<file path="config.mk">
export PLATFORM = sky130hd
export DESIGN_NAME = spi_frame_ctrl
export DESIGN_NICKNAME = d
export VERILOG_FILES = /design/src/rtl/spi_pkg.sv /design/src/rtl/spi_byte_deser.sv /design/src/rtl/spi_frame_ctrl.sv
export SDC_FILE = /design/constraint.sdc
export NUM_CORES = 1
export LEC_CHECK = 0
export ABC_AREA = 1
export CAP_MARGIN = 20
export CORE_ASPECT_RATIO = 0.6
export CORE_MARGIN = 4
export CORE_UTILIZATION = 40
export CTS_CLUSTER_DIAMETER = 60
export DETAILED_ROUTE_END_ITERATION = 10
export GPL_ROUTABILITY_DRIVEN = 0
export GPL_TIMING_DRIVEN = 0
export PLACE_DENSITY = 0.6
export SLEW_MARGIN = 0
export SYNTH_ARGS = -nofsm -noshare
export SYNTH_HDL_FRONTEND = slang
export SYNTH_SLANG_ARGS = --single-unit
</file>
<file path="constraint.sdc">
create_clock -name clk -period 2.3 [get_ports clk]
set_input_delay 0.23 -clock clk [delete_from_list [all_inputs] [get_ports clk]]
set_output_delay 0.23 -clock clk [all_outputs]
set_load 0.01 [all_outputs]
</file>
<file path="src/rtl/spi_pkg.sv">
// Shared types and constants for the SPI frame controller.
// State encoding and byte width used by the controller and deserializer.
package spi_pkg;

  localparam int BYTE_W = 8;

  typedef enum logic [1:0] {
    ST_IDLE = 2'd0,
    ST_RECV = 2'd1,
    ST_HOLD = 2'd2
  } state_e;

endpackage

</file>
<file path="src/rtl/spi_byte_deser.sv">
// LSB-first serial-to-byte shifter with bit counter.
// byte_o/byte_done_o show the byte completed by the current edge's bit.
module spi_byte_deser
  import spi_pkg::*;
(
  input  logic              clk,
  input  logic              clr_i,
  input  logic              en_i,
  input  logic              bit_i,
  output logic              byte_done_o,
  output logic [BYTE_W-1:0] byte_o,
  output logic [2:0]        bit_cnt_o
);

  logic [BYTE_W-1:0] sh_q;
  logic [BYTE_W-1:0] sh_d;
  logic [2:0]        cnt_q;
  logic [2:0]        cnt_d;

  // Shift new bits in from the top so the first bit ends in bit 0.
  always_comb begin
    sh_d  = sh_q;
    cnt_d = cnt_q;
    if (clr_i) begin
      sh_d  = '0;
      cnt_d = '0;
    end else if (en_i) begin
      sh_d  = {bit_i, sh_q[BYTE_W-1:1]};
      cnt_d = cnt_q + 3'd1;
    end
  end

  // Shifter and counter registers.
  always_ff @(posedge clk) begin
    sh_q  <= sh_d;
    cnt_q <= cnt_d;
  end

  assign byte_o      = {bit_i, sh_q[BYTE_W-1:1]};
  assign byte_done_o = en_i && (cnt_q == 3'd7);
  assign bit_cnt_o   = cnt_q;

endmodule

</file>
<file path="src/rtl/spi_frame_ctrl.sv">
// Frame sequencer: gathers FRAME_BYTES bytes behind cs_n,
// aborts partial frames, and hands frames off via valid/ready.
module spi_frame_ctrl
  import spi_pkg::*;
#(
  parameter int FRAME_BYTES = 4,
  parameter int TIMEOUT     = 16,
  localparam int BCW = $clog2(FRAME_BYTES + 1),
  localparam int FW  = BYTE_W * FRAME_BYTES
) (
  input  logic           clk,
  input  logic           rst_n,
  input  logic           bit_in,
  input  logic           bit_valid,
  input  logic           cs_n,
  output logic [FW-1:0]  frame_data,
  output logic           frame_valid,
  input  logic           frame_ready,
  output logic [BCW-1:0] byte_count,
  output logic           busy,
  output logic           err_abort
);

  localparam int TCW = $clog2(TIMEOUT + 1);
  localparam logic [BCW-1:0] LAST_B = BCW'(FRAME_BYTES - 1);
  localparam logic [TCW-1:0] TO_MAX = TCW'(TIMEOUT);

  state_e state_q;
  state_e state_d;

  logic [FW-1:0]  buf_q;
  logic [FW-1:0]  buf_d;
  logic [FW-1:0]  frame_q;
  logic [FW-1:0]  frame_d;
  logic           fv_q;
  logic           fv_d;
  logic [BCW-1:0] bc_q;
  logic [BCW-1:0] bc_d;
  logic [TCW-1:0] to_q;
  logic [TCW-1:0] to_d;
  logic           busy_q;
  logic           err_q;

  logic              abort;
  logic              done;
  logic              partial;
  logic              des_en;
  logic              des_clr;
  logic              byte_done;
  logic [BYTE_W-1:0] byte_w;
  logic [2:0]        bit_cnt;

  spi_byte_deser u_deser (
    .clk         (clk),
    .clr_i       (des_clr),
    .en_i        (des_en),
    .bit_i       (bit_in),
    .byte_done_o (byte_done),
    .byte_o      (byte_w),
    .bit_cnt_o   (bit_cnt)
  );

  // Next state: completion beats abort; any exit from RECV flushes.
  always_comb begin
    state_d = state_q;
    buf_d   = buf_q;
    frame_d = frame_q;
    fv_d    = fv_q;
    bc_d    = bc_q;
    to_d    = '0;
    abort   = 1'b0;
    done    = 1'b0;
    partial = (bit_cnt != 3'd0) || (bc_q != '0);
    des_en  = (state_q == ST_RECV) && bit_valid;
    unique case (1'b1)
      (state_q == ST_IDLE): begin
        if (!cs_n) state_d = ST_RECV;
      end
      (state_q == ST_RECV): begin
        if (bit_valid) begin
          if (byte_done) begin
            buf_d[int'(bc_q)*BYTE_W +: BYTE_W] = byte_w;
            bc_d = bc_q + BCW'(1);
            if (bc_q == LAST_B) begin
              done    = 1'b1;
              frame_d = buf_d;
              fv_d    = 1'b1;
              bc_d    = '0;
              buf_d   = '0;
              state_d = ST_HOLD;
            end
          end
        end else begin
          to_d = (to_q == TO_MAX) ? to_q : to_q + TCW'(1);
        end
        if (!done) begin
          if (cs_n) begin
            abort   = partial;
            state_d = ST_IDLE;
          end else if (!bit_valid && to_d == TO_MAX && partial) begin
            abort   = 1'b1;
            state_d = ST_IDLE;
          end
          if (state_d == ST_IDLE) begin
            bc_d  = '0;
            buf_d = '0;
            to_d  = '0;
          end
        end
      end
      (state_q == ST_HOLD): begin
        if (frame_ready) begin
          fv_d    = 1'b0;
          state_d = cs_n ? ST_IDLE : ST_RECV;
        end
      end
      default: state_d = ST_IDLE;
    endcase
    des_clr = !rst_n ||
              (state_q == ST_RECV && state_d != ST_RECV);
  end

  // State and datapath registers with synchronous reset.
  always_ff @(posedge clk) begin
    if (!rst_n) begin
      state_q <= ST_IDLE;
      buf_q   <= '0;
      frame_q <= '0;
      fv_q    <= 1'b0;
      bc_q    <= '0;
      to_q    <= '0;
      busy_q  <= 1'b0;
      err_q   <= 1'b0;
    end else begin
      state_q <= state_d;
      buf_q   <= buf_d;
      frame_q <= frame_d;
      fv_q    <= fv_d;
      bc_q    <= bc_d;
      to_q    <= to_d;
      busy_q  <= (state_d != ST_IDLE);
      err_q   <= abort;
    end
  end

  assign frame_data  = frame_q;
  assign frame_valid = fv_q;
  assign byte_count  = bc_q;
  assign busy        = busy_q;
  assign err_abort   = err_q;

endmodule

</file>
==> metrics.cfg, run 1 <==
[run_status]
status=finished clean

[power]
power.leakage_uw=0.002181
vdd.ir_drop.worst_v=0.0003757
cellPowerDensity_mw_per_mm2=623.3

[timing]
finalHoldWorstSlack_ns=0.3623
setup_slack_ns=0.03524
rsz0062_at_grt=yes
tightest_pin_transition_ns=0.6066
finalClockSkew_ns=0.006016
max-slew-margin-rel_pct=59.56
minimum_clock_period_ns=2.265
maxSlewViolCount=0
hold_violation_total_from_the_final_report=0
setup_violations=0
clock.fmax_mhz=441.5
timing.final.crit_share_pct=98.47

[global_route]
grt_pass1_wl_mm=19.27
grt_util_met2_pct=28.10
grt_overflow_total=0
grt_start_max_net_pins=14
grt.met3_usage_pct=5.404
antenna_found_initial=0
first_global_vias=3674
gr-max-usage-layer=met1
met1_global_route_usage_pct=30.30
grt_usage_pct=20.25

[final_layout]
final_cell_area_sq_mm=0.005115
most_common_library_cell_in_the_layout_ignoring_fill_and_taps=nand2_1
area_growth_pct=25.78
final_nets=648
fin_util_pct=51.77
antenna_cells_inserted=0
post_route_cells_drive_above_1_share_pct=9.404
most-common-layout-cells=nand2_1 (131), dfxtp_1 (85), nor2_1 (61)

[setup_path]
crit_arrival_ns=2.55
required_ns=2.58
crit_fanout=5
worst_setup_path_start_kind=flip-flop
setup.worst_path.class=reg -> reg
crit_path_end_kind=flip-flop

[clocking]
numCtsBuffers=9
cts-root-buf=clkbuf_16
cts_sinks=87
cts-root-to-sink-buffers=2
clk_latency_worst_skew_pair_ns=0.34
ctsHoldBuffers=0
clock_tree.htree_level_count=3
tritoncts=yes
clkTransAtPathRegs_ns=0.06

[drt]
detailroute.via_count=4119
drt-pass1-iter-count=6
postRouteAntennaNets=0
drtIter0Drc=477
routedWlPerCell_microns=15.90
vias_per_cell=5.329
route.detailed.drc=0
totalWireLength_mm=12.29

[yosys]
netlist-cell-type-count=25
synth_cells=575
ys_seq_area_share_pct=42.83
mean_instance_size_in_the_synthesized_netlist_sq_um=7.072
synthesis.area_sq_mm=0.004066
yosys_warnings=0
synth_nets=589
post_synth_main_area_contributors=dfxtp_1 (43%), nand2_1 (12%), o21ai_0 (10%)
yosys.area.top_type_share_pct=42.83
yosys_register_bits=87
synth_top_area_cell=dfxtp_1

[die]
die_w_microns=138.2
design.die.area_sq_mm=0.01190
design.core.area_sq_mm=0.009879
rows=28
floorplan.io_pins=44
dieHeight_microns=86.10
floorplan.initialDensity_pct=41.16

[place]
placement.io_buffers=42
place_worst_setup_slack_ns=-0.3308
cell_area_after_placement_sq_mm=0.004656
hpwlAfterDp_mm=8.770

[flow_run]
drv_cap=0

[worst_hold_path]
min_path_type=in -> reg

-- final cells by class --
type / count / area, sq um
buffer: 33 / 170.2
clock buffer: 12 / 256.5
clock inverter: 3 / 42.54
fill: 975 / 4765
inverter: 50 / 187.7
multi-input combinational: 405 / 2074
sequential: 87 / 1749
tap: 135 / 168.9
timing repair buffer: 48 / 465.4
-- critical path: stages (launching register included) --
cell	delay, ns
dfxtp_4	0.39
inv_1	0.08
ha_1	0.19
ha_1	0.29
nor3_1	0.17
nand4_1	0.22
clkbuf_8	0.23
o21ai_0	0.22
inv_1	0.10
o21ai_1	0.13
nand3_1	0.09
nand2_1	0.09
-- per-layer routing --
metal  wire [microns]  vias to the layer above
li1                 -                     2035
met3              869                       26
met4              210                        0
met5                0                        -
met2             4823                      165
met1             6391                     1893
-- worst paths after layout --
path,from,depth (start not counted),slack (ns),endpoint
max,byte_count[1],11,0.04,buf_q[3]
min,rst_n,3,0.36,state_q[1]
max reg2reg,byte_count[1],11,0.04,buf_q[3]
min reg2reg,buf_q[18],2,0.46,buf_q[18]
-- logic make-up (layout without fill, tap and decap cells) --
kind of cell / count (synthesis) / in the layout / synth area share [%]
simple gates: 261 / 261 / 27.05
flops: 87 / 87 / 42.83
fa+ha+maj: 8 / 8 / 2.462
xor+xnor: 3 / 3 / 0.6463
compound gates: 133 / 133 / 18.77
buf+inv: 83 / 146 / 8.246
-- sequential cells by signal (all words and copies together), names as in the netlist --
| signal | cells |
|---|---|
| buf_q | 32 |
| busy | 1 |
| byte_count | 3 |
| err_abort | 1 |
| frame_data | 32 |
| frame_valid | 1 |
| state_q | 2 |
| to_q | 5 |
| u_deser.bit_cnt_o | 3 |
| u_deser.sh_q | 7 |
-- power by group --
part / total [uW] / leakage [uW] / switching (uW) / internal (uW)
registers: 1520 / 0.000703 / 5.24 / 1520
logic: 184 / 0.00133 / 133 / 50.8
clock network: 1480 / 0.000145 / 590 / 894
total: 3190 / 0.00218 / 729 / 2460
-- synthesized netlist by cell type --
| cell type | instances |
|---|---|
| nand3_1 | 55 |
| nand3_2 | 1 |
| nor2_8 | 1 |
| inv_2 | 6 |
| xnor2_1 | 2 |
| buf_1 | 6 |
| nor2_4 | 2 |
| inv_1 | 44 |
| a21oi_1 | 21 |
| nand2_2 | 1 |
| a32o_1 | 16 |
| nor2_1 | 61 |
| nand4_1 | 2 |
| xor2_1 | 1 |
| buf_6 | 3 |
| clkbuf_1 | 23 |
| o21ai_0 | 84 |
| ha_1 | 8 |
| buf_2 | 1 |
| o2111ai_1 | 1 |
| a31oi_1 | 2 |
| o22ai_1 | 9 |
| nand2_1 | 133 |
| dfxtp_1 | 87 |
| nor3_1 | 5 |
-- metrics by stage --
step	total power, uW	TNS (ns)	std cells
after floorplan	1661	0	575
after global placement	1722	-5.440	752
after detailed placement	1725	-7.743	752
after CTS	3204	0	768
after global routing	3287	-0.3700	773
final	3188	0	773
-- what timing repair did --
| item | CTS | global route |
|---|---|---|
| setup buffers | 1 | 4 |
| gates cloned | 0 | 1 |
| gates resized for setup | 37 | 33 |
| endpoints found under the hold margin | 0 | 0 |
| endpoints found under the setup margin | 59 | 53 |
| pin swaps | 1 | 2 |
No activity file was read; power rests on OpenSTA's default activity.
==> inputs of run 2 (changes only) <==
- CORE_ASPECT_RATIO: 0.6 -> unset
- clock period: 2.3 -> 2.6 ns (I/O delays scaled with it)
==> run 2 against run 1 <==
Against the previous run:
- via count decreased by 2.0%
- worst setup slack improved by 0.13 ns
- global-route usage is 0.32 points higher
- sequential share of layout area is 1.5 points higher
- non-clock buffer count decreased by 3
- utilization fell by 2.1 points
- register-to-register slack improved by 0.13 ns
- combinational power fell by 18%
- clock power shrank 38%
- routed wire length down 5.0%
- clock-buffer cell count shrank 2
- fmax fell by 7.0%
- critical path type unchanged
- largest power group unchanged
==> metrics.cfg, run 2 (synthesized netlist as in run 1, its figures left out) <==
[power]
power.switching_uw=591.5  ; was 728.5 uW
vdd.ir_drop.worst_v=0.0002554  ; was 0.0003757 V
power_switching_share_pct=24.52  ; was 22.85%
cellInternalPower_uw=1821  ; was 2460 uW
combinational_fraction_of_design_power_pct=6.2  ; was 5.8%
cellPowerDensity_mw_per_mm2=494.2  ; was 623.3 mW/mm^2
power.share.sequential_pct=55.8  ; was 47.7%
power.leakage_uw=0.002093  ; was 0.002181 uW
clockPowerShare_pct=38.0  ; was 46.5%

[die]
design.die.area_sq_mm=0.01184  ; was 0.01190 sq mm
rows=36  ; was 28
floorplan.io_pins=44  ; unchanged
dieHeight_microns=108.8  ; was 86.10 microns
design.core.area_sq_mm=0.009819  ; was 0.009879 sq mm
die_w_microns=108.8  ; was 138.2 microns
floorplan.initialDensity_pct=41.41  ; was 41.16%

[setup_path]
cp_cell_sequence=inv_1 > ha_1 > ha_1 > nand2_1 > inv_1 > nand3_1 > clkbuf_1 > o21ai_0 > a32o_1 > nand3_1 > nand2_1  ; was inv_1 > ha_1 > ha_1 > nor3_1 > nand4_1 > clkbuf_8 > o21ai_0 > inv_1 > o21ai_1 > nand3_1 > nand2_1
crit_path_end_kind=flip-flop  ; unchanged
crit_arrival_ns=2.69  ; was 2.55 ns
critPathTopFamily=buffers and inverters  ; was simple AND/OR/NAND/NOR gates
worst_setup_path_start_kind=flip-flop  ; unchanged
crit_fanout=10  ; was 5
setup.worst_path.class=reg -> reg  ; unchanged
cp.buffers_inverters=3  ; unchanged
crit_path_top_delay_cell=dfxtp_2  ; was dfxtp_4
required_ns=2.85  ; was 2.58 ns
critPathMaxStageDelay_ns=0.39  ; about the same

[timing]
hold_violation_total_from_the_final_report=0  ; unchanged
finalClockSkew_ns=0.008688  ; was 0.006016 ns
tightest_pin_transition_ns=0.6379  ; was 0.6066 ns
minimum_clock_period_ns=2.436  ; was 2.265 ns
clock.fmax_mhz=410.5  ; was 441.5 MHz
maxSlewViolCount=0  ; unchanged
max-slew-margin-rel_pct=57.31  ; was 59.56%
setup_violations=0  ; unchanged
finalHoldWorstSlack_ns=0.3908  ; was 0.3623 ns
timing.final.crit_share_pct=93.69  ; was 98.47%

[drt]
vias_per_cell=5.248  ; was 5.329
drt-pass1-iter-count=5  ; was 6
routedWlPerCell_microns=15.19  ; was 15.90 microns
postRouteAntennaNets=0  ; unchanged
drtIter0Drc=278  ; was 477
detailroute.via_count=4036  ; was 4119
totalWireLength_mm=11.68  ; was 12.29 mm
route.detailed.drc=0  ; unchanged

[global_route]
grt_overflow_total=0  ; unchanged
grt_usage_pct=20.58  ; was 20.25%
grt_pass1_wl_mm=18.90  ; was 19.27 mm
grt_start_max_net_pins=15  ; was 14
first_global_vias=3691  ; was 3674
antenna_found_initial=0  ; unchanged

[final_layout]
most_common_library_cell_in_the_layout_ignoring_fill_and_taps=nand2_1  ; unchanged
post_route_cells_drive_above_1_share_pct=6.132  ; was 9.404%
most-common-layout-cells=nand2_1 (133), dfxtp_1 (85), o21ai_0 (70)  ; was nand2_1 (131), dfxtp_1 (85), nor2_1 (61)
layout.filler_cells=1050  ; was 975
area_growth_pct=20.03  ; was 25.78%
antenna_cells_inserted=0  ; unchanged
final_cell_area_sq_mm=0.004881  ; was 0.005115 sq mm
final_nets=645  ; was 648

[flow_run]
drv_cap=0  ; unchanged

[place]
cell_area_after_placement_sq_mm=0.004653  ; was 0.004656 sq mm
placement.io_buffers=42  ; unchanged
hpwlAfterDp_mm=8.370  ; was 8.770 mm

[clocking]
numCtsBuffers=9  ; unchanged
clkTransAtPathRegs_ns=0.08  ; was 0.06 ns
cts-root-buf=clkbuf_8  ; was clkbuf_16
clk_latency_worst_skew_pair_ns=0.35  ; was 0.34 ns
cts-root-to-sink-buffers=2  ; unchanged
cts_sinks=87  ; unchanged
tritoncts=yes  ; unchanged
clock_tree.htree_level_count=3  ; unchanged

[worst_hold_path]
min_path_type=in -> reg  ; unchanged

[run_status]
status=finished clean  ; unchanged

[run 2: worst min-delay path: stages]
cell,delay (ns)
clkbuf_1,0.22
inv_1,0.14
nor2_1,0.07
[run 2: power groups by stage]
stage               clock (uW)  combinational (uW)  sequential (uW)
finish                     916                 151             1350
detailed placement           0                 149             1380
global route              1010                 167             1350
CTS                        949                 149             1350
floorplan                    0                92.8             1380
global placement             0                 147             1380
[run 2: repair_timing]
item / in CTS / in global routing
endpoints found under the setup margin: 0 / 48
buffers inserted: 0 / 3
hold buffers: 0 / 0
resized for setup: 0 / 23
[run 2: layout make-up]
class,count,area (sq um),share of cell area [%]
Clock buffer,10,127.6,2.615
Buffer,33,150.1,3.076
Multi-Input combinational cell,405,2001,40.99
Tap cell,133,166.4,3.409
Sequential cell,87,1744,35.73
Timing Repair Buffer,45,442.9,9.075
Inverter,50,187.7,3.845
Clock inverter,6,61.31,1.256
[run 2: worst paths after layout]
check	from	to	slack (ns)	cells after the start
worst max-delay path	byte_count[0]	buf_q[30]	0.16	11
worst min-delay path	rst_n	state_q[1]	0.39	3
worst max register to register	byte_count[0]	buf_q[30]	0.16	11
worst min register to register	buf_q[21]	buf_q[21]	0.46	2
[run 2: through the flow]
stage               setup slack [ns]   TNS [ns]  power (uW)  util (%)  instances
finish                        0.1641          0        2412     49.71        769
global route               -0.001166  -0.001166        2521     49.71        769
CTS                          0.01154          0        2444     49.31        766
detailed placement           0.04073          0        1526     47.39        750
global placement             0.02901          0        1524     47.39        750
floorplan                     0.4782          0        1470         -        575
[run 2: layer usage]
| metal | GRT usage, % | up-vias | routed length [microns] |
|---|---|---|---|
| li1 | - | 2031 | - |
| met1 | 29.27 | 1864 | 5516 |
| met2 | 31.77 | 123 | 5234 |
| met3 | 2.546 | 18 | 678 |
| met4 | 7.935 | 0 | 254 |
| met5 | 0 | - | 0 |
